`src/rtl/seq_pattern_tx.sv`:
```
// seq_pattern_tx: serial bit-pattern transmitter for sequence-detector stimulus.
// A frame is requested over a valid/ready handshake. The latched pattern is sent
// MSB first and repeated max(repeat_cnt,1) times. An optional idle gap separates
// consecutive instances. Each instance's last bit is flagged with pat_end, and the
// end of the frame is marked by a one-cycle frame_done pulse.
`timescale 1ns/1ps
module seq_pattern_tx #(
  parameter int PAT_W = 4,
  parameter int CNT_W = 8,
  parameter int GAP_W = 4
) (
  input  logic             clk,
  input  logic             rst,
  input  logic             start_valid,
  output logic             start_ready,
  input  logic [PAT_W-1:0] pattern,
  input  logic [CNT_W-1:0] repeat_cnt,
  input  logic [GAP_W-1:0] gap_len,
  input  logic             abort,
  output logic             x_out,
  output logic             x_valid,
  output logic             pat_end,
  output logic             frame_done,
  output logic             busy
);

  localparam int IDX_W = (PAT_W > 1) ? $clog2(PAT_W) : 1;
  localparam logic [IDX_W-1:0] IDX_MSB = IDX_W'(PAT_W - 1);

  typedef enum logic [1:0] {
    S_IDLE = 2'd0,
    S_SEND = 2'd1,
    S_GAP  = 2'd2
  } state_t;

  state_t           r_state;
  logic [PAT_W-1:0] r_pat;
  logic [GAP_W-1:0] r_gap_len;
  logic [CNT_W-1:0] r_rep;      // instances still owed, including the one on the wire
  logic [GAP_W-1:0] r_gap_cnt;
  logic [IDX_W-1:0] r_bit_idx;  // index of the bit currently driven on x_out
  logic             r_x_out;
  logic             r_x_valid;
  logic             r_pat_end;
  logic             r_frame_done;

  logic             w_accept;
  logic [IDX_W-1:0] w_idx_nxt;
  logic [CNT_W-1:0] w_rep_load;

  assign start_ready = (r_state == S_IDLE) & ~rst;
  assign busy        = (r_state != S_IDLE);
  assign x_out       = r_x_out;
  assign x_valid     = r_x_valid;
  assign pat_end     = r_pat_end;
  assign frame_done  = r_frame_done;

  assign w_accept   = start_valid & start_ready & ~abort;
  assign w_idx_nxt  = r_bit_idx - IDX_W'(1);
  assign w_rep_load = (repeat_cnt == '0) ? CNT_W'(1) : repeat_cnt;

  // Capture the frame payload on accept; it is held untouched for the whole frame.
  always_ff @(posedge clk) begin
    if (w_accept) begin
      r_pat     <= pattern;
      r_gap_len <= gap_len;
    end
  end

  // Frame sequencer: serializes bits, inserts gaps, and produces registered outputs.
  always_ff @(posedge clk or posedge rst) begin
    if (rst) begin
      r_state      <= S_IDLE;
      r_rep        <= '0;
      r_gap_cnt    <= '0;
      r_bit_idx    <= '0;
      r_x_out      <= 1'b0;
      r_x_valid    <= 1'b0;
      r_pat_end    <= 1'b0;
      r_frame_done <= 1'b0;
    end else begin
      r_frame_done <= 1'b0;
      case (r_state)
        S_IDLE: begin
          r_x_out   <= 1'b0;
          r_x_valid <= 1'b0;
          r_pat_end <= 1'b0;
          if (w_accept) begin
            // First bit comes straight from the input so it appears one cycle after accept.
            r_rep     <= w_rep_load;
            r_bit_idx <= IDX_MSB;
            r_x_out   <= pattern[PAT_W-1];
            r_x_valid <= 1'b1;
            r_state   <= S_SEND;
          end
        end

        S_SEND: begin
          if (abort) begin
            r_state   <= S_IDLE;
            r_x_out   <= 1'b0;
            r_x_valid <= 1'b0;
            r_pat_end <= 1'b0;
          end else if (r_bit_idx == '0) begin
            if (r_rep <= CNT_W'(1)) begin
              // Final instance finished: no trailing gap, pulse frame_done.
              r_state      <= S_IDLE;
              r_x_out      <= 1'b0;
              r_x_valid    <= 1'b0;
              r_pat_end    <= 1'b0;
              r_frame_done <= 1'b1;
            end else begin
              r_rep <= r_rep - CNT_W'(1);
              if (r_gap_len != '0) begin
                r_state   <= S_GAP;
                r_gap_cnt <= r_gap_len;
                r_x_out   <= 1'b0;
                r_x_valid <= 1'b0;
                r_pat_end <= 1'b0;
              end else begin
                // Back-to-back restart with no bubble.
                r_bit_idx <= IDX_MSB;
                r_x_out   <= r_pat[PAT_W-1];
                r_x_valid <= 1'b1;
                r_pat_end <= 1'b0;
              end
            end
          end else begin
            r_bit_idx <= w_idx_nxt;
            r_x_out   <= r_pat[w_idx_nxt];
            r_x_valid <= 1'b1;
            r_pat_end <= (w_idx_nxt == '0);
          end
        end

        S_GAP: begin
          if (abort) begin
            r_state   <= S_IDLE;
            r_x_out   <= 1'b0;
            r_x_valid <= 1'b0;
            r_pat_end <= 1'b0;
          end else if (r_gap_cnt <= GAP_W'(1)) begin
            r_state   <= S_SEND;
            r_bit_idx <= IDX_MSB;
            r_x_out   <= r_pat[PAT_W-1];
            r_x_valid <= 1'b1;
            r_pat_end <= 1'b0;
          end else begin
            r_gap_cnt <= r_gap_cnt - GAP_W'(1);
          end
        end

        default: begin
          r_state   <= S_IDLE;
          r_x_out   <= 1'b0;
          r_x_valid <= 1'b0;
          r_pat_end <= 1'b0;
        end
      endcase
    end
  end

endmodule

```
`config.mk`:
```
export PLATFORM = sky130hd
export DESIGN_NAME = seq_pattern_tx
export DESIGN_NICKNAME = d
export VERILOG_FILES = /design/src/rtl/seq_pattern_tx.sv
export SDC_FILE = /design/constraint.sdc
export NUM_CORES = 1
export LEC_CHECK = 0
export ABC_AREA = 0
export BUFFER_PORTS_ARGS = -buffer_cell sky130_fd_sc_hd__buf_2
export CORE_AREA = 4 4 59 61
export DETAILED_ROUTE_END_ITERATION = 16
export DIE_AREA = 0 0 63 65
export HOLD_SLACK_MARGIN = 0.12
export PLACE_DENSITY = 0.72
export SLEW_MARGIN = 10
export SYNTH_ARGS = -nofsm -noshare
export SYNTH_HDL_FRONTEND = slang
export SYNTH_SLANG_ARGS = --single-unit
```
`constraint.sdc`:
```
create_clock -name clk -period 4.02 [get_ports clk]
set_input_delay 0.201 -clock clk [delete_from_list [all_inputs] [get_ports clk]]
set_output_delay 0.201 -clock clk [all_outputs]
set_load 0.03 [all_outputs]
```
==> impl_metrics.toml <==
[synthesis]
synth_fp_nets = 179
synth-simple-area-share_pct = 18.2
synth_edf_count = 8
synth_top_family_by_area = "compound AO/OA/AOI/OAI gates"
synth_compound_area_share_pct = 23.8
ys_types = 45
ys_seq_area_share_pct = 47.9
synth_cells = 153
syn_avg_cell_area_sq_um = 10.1
synth.area.top_cells = "dfrtp_1 32%, edfxtp_1 16%, ha_1 4.9%"
synth.most_common_cell = "dfrtp_1"
synth-main-ff-cell = "dfrtp_1"
yosysWarnings = 0
synth_seq_cells = 28
yosysTopAreaCell = "dfrtp_1"
synthAdderAreaFrac_pct = 4.85
yosys-mux-area-fraction_pct = 1.46
synthXorXnorAreaFrac_pct = 0
synth_top_area_share_pct = 32.3
synth-async-reset-ratio_pct = 71.4
netlist_top_cells_count = "20 x dfrtp_1, 13 x nor2_1, 11 x inv_1"
syn_area_sq_mm = 0.00155

[worst_setup_path]
worst-setup-path-type = "input port to flop"
start_kind = "input port"
arrival_ps = 2570
cp_slowest_cell = "nor2_1"
worstPathBufferInverterCount = 2
path_delay_family = "simple AND/OR/NAND/NOR gates"
crit_path_max_fanout = 13
cpPeakStageDelay_ps = 830
cp-end-kind = "flop"
required_ps = 4310
crit_chain = "dlygate4sd3_1 -> buf_2 -> nor3b_1 -> o21bai_1 -> nor2_1 -> a22o_1 -> a21o_2"

[floorplan]
start_util_pct = 52.0
ios = 26
core_sq_mm = 0.00298
dieArea_sq_mm = 0.00410
dieHeight_um = 65
rows = 20
die-width_um = 63

[placed_design]
placed_area_sq_mm = 0.00170
dp_hpwl_um = 2630
io_buffer_count = 25
gp_congestion = 0.976

[sta]
rsz0062_at_grt = "false"
finalCritPeriodShare_pct = 56.7
fin_crit_ps = 2280
hold_viol_final = 0
setup_viol = 0
relSlewSlack_pct = 32.3
clock_skew_ps = 7.62
worstMarginPinSlew_ps = 1010
max_freq_mhz = 439
fin_tns_setup_ps = 0
report.final.slew_viol_count = 0

[global_route]
grt_pass1_wl_um = 6060
antenna_found_initial = 0
grt.total_usage_pct = 18.6
grt_pass1_vias = 1321
grt_max_degree = 21
overflow = 0

[drt]
postRouteAntennaNets = 0
avgViaCountPerCell = 5.91
wl_per_cell_um = 15.9
drt_iter0_drc = 100
drc = 0
vias = 1323
drt_wl_total_um = 3560
drt_pass1_iterations = 4

[clocking]
cts_made_buffers = 3
cts.clk_slew.worst_paths_ps = 150
htreeDepth = 1
clk_path_buf_depth = 2
cts_resized = 0
clock_latency_ps = 330
cts_tree = "yes"
cts-root-buf = "clkbuf_4"
cts.sinks = 28
ctsHoldBuffers = 13
cts_setup_buffers = 0

[final_layout]
areaGrowthSynthToFinish_pct = 21.8
layout-drive-gt1-share_pct = 20.9
antenna_cells = 0
final_nets = 218
design_area_sq_mm = 0.00189
nFillCells = 256

[power]
cellLeakagePower_nw = 0.820
power_density_mw_per_mm2 = 489
vdd_drop_max_mv = 0.259

[flow_run]
max_cap_violations = 0

[worst_hold_path]
hp-class = "input port to flop"

[status]
status = "completed"
==> tightest hold or removal path: cells and delay by family <==
kind | cells | cell delay [ps]
buffers and inverters | 1 | 90
and+or+nand+nor | 1 | 80
AOI/OAI and AO/OA | 1 | 60
==> power breakdown <==
group | leakage [nW] | switching [mW] | internal (mW)
logic | 0.474 | 0.167 | 0.132
registers | 0.318 | 0.0716 | 0.367
clock network | 0.0279 | 0.0834 | 0.101
total | 0.820 | 0.322 | 0.599
==> path summary, 6_finish.rpt <==
kind / cells after the start / slack (ps) / endpoint / startpoint
max: 7 / 1740 / r_rep[3] / abort
min: 3 / 140 / r_rep[4] / repeat_cnt[4]
max reg2reg: 6 / 1770 / r_rep[3] / r_bit_idx[0]
min reg2reg: 1 / 500 / x_valid / x_valid
max in group asynchronous: 3 / 2920 / r_rep[6] / rst
min in group asynchronous: 3 / 590 / x_out / rst
==> routing by layer <==
metal  track usage, %  up-vias  part of all wire, %
li1                 -      657                    -
met5                0        -                    0
met3             3.12        8                  3.9
met1             24.1      625                   46
met2             31.2       33                   48
met4             7.16        0                  1.7
==> cells in the final DEF (no fill, tap or decap), drive strengths merged, types with 2 or more instances in the layout <==
cell type	count
a21oi	6
dfrtp	20
nor2	13
edfxtp	8
a21o	2
dlygate4sd3	13
a2bb2oi	2
clkbuf	3
nor3	7
buf	26
o31ai	2
nand3	6
o22ai	2
nand2	8
a22oi	4
a211oi	2
o221a	2
inv	11
o21bai	2
nor2b	5
ha	6
o31a	2
o311ai	2
or4	2
nand2b	2
o21ai	9
or2	2
a31oi	2
nor4	5
==> metrics by stage <==
| step | hold WS [ps] | setup slack (ps) | utilization, % | instances | total power [mW] |
|---|---|---|---|---|---|
| global route | 146 | 1500 | 63.3 | 224 | 0.983 |
| detailed placement | 380 | 1810 | 57.2 | 207 | 0.731 |
| global placement | 379 | 1880 | 57.2 | 207 | 0.715 |
| CTS | 127 | 1750 | 63.3 | 224 | 0.925 |
| finish | 141 | 1740 | 63.3 | 224 | 0.921 |
| floorplan | 165 | 2020 | - | 153 | 0.648 |
==> sequential cells by signal, indices dropped and copies added (netlist names) <==
name,cells
pat_end,1
r_state,2
r_bit_idx,2
r_gap_cnt,4
r_gap_len,4
x_valid,1
x_out,1
frame_done,1
r_rep,8
r_pat,4
==> cell families (layout without fill, tap and decap cells) <==
family          after synthesis  after routing
compound gates               48             48
fa+ha+maj                     6              6
buf+inv                      16             54
flops                        28             28
mux                           1              1
simple gates                 54             54
==> final cells by class <==
type | count | area [sq um] | share of cell area [%]
clock buffer | 3 | 22.5 | 1.19
clock inverter | 1 | 30.0 | 1.59
timing repair buffer | 39 | 263 | 13.9
sequential | 28 | 741 | 39.3
tap | 33 | 41.3 | 2.19
multi-input combinational | 109 | 747 | 39.6
inverter | 11 | 41.3 | 2.19
Power figures use the tool's default switching activity.
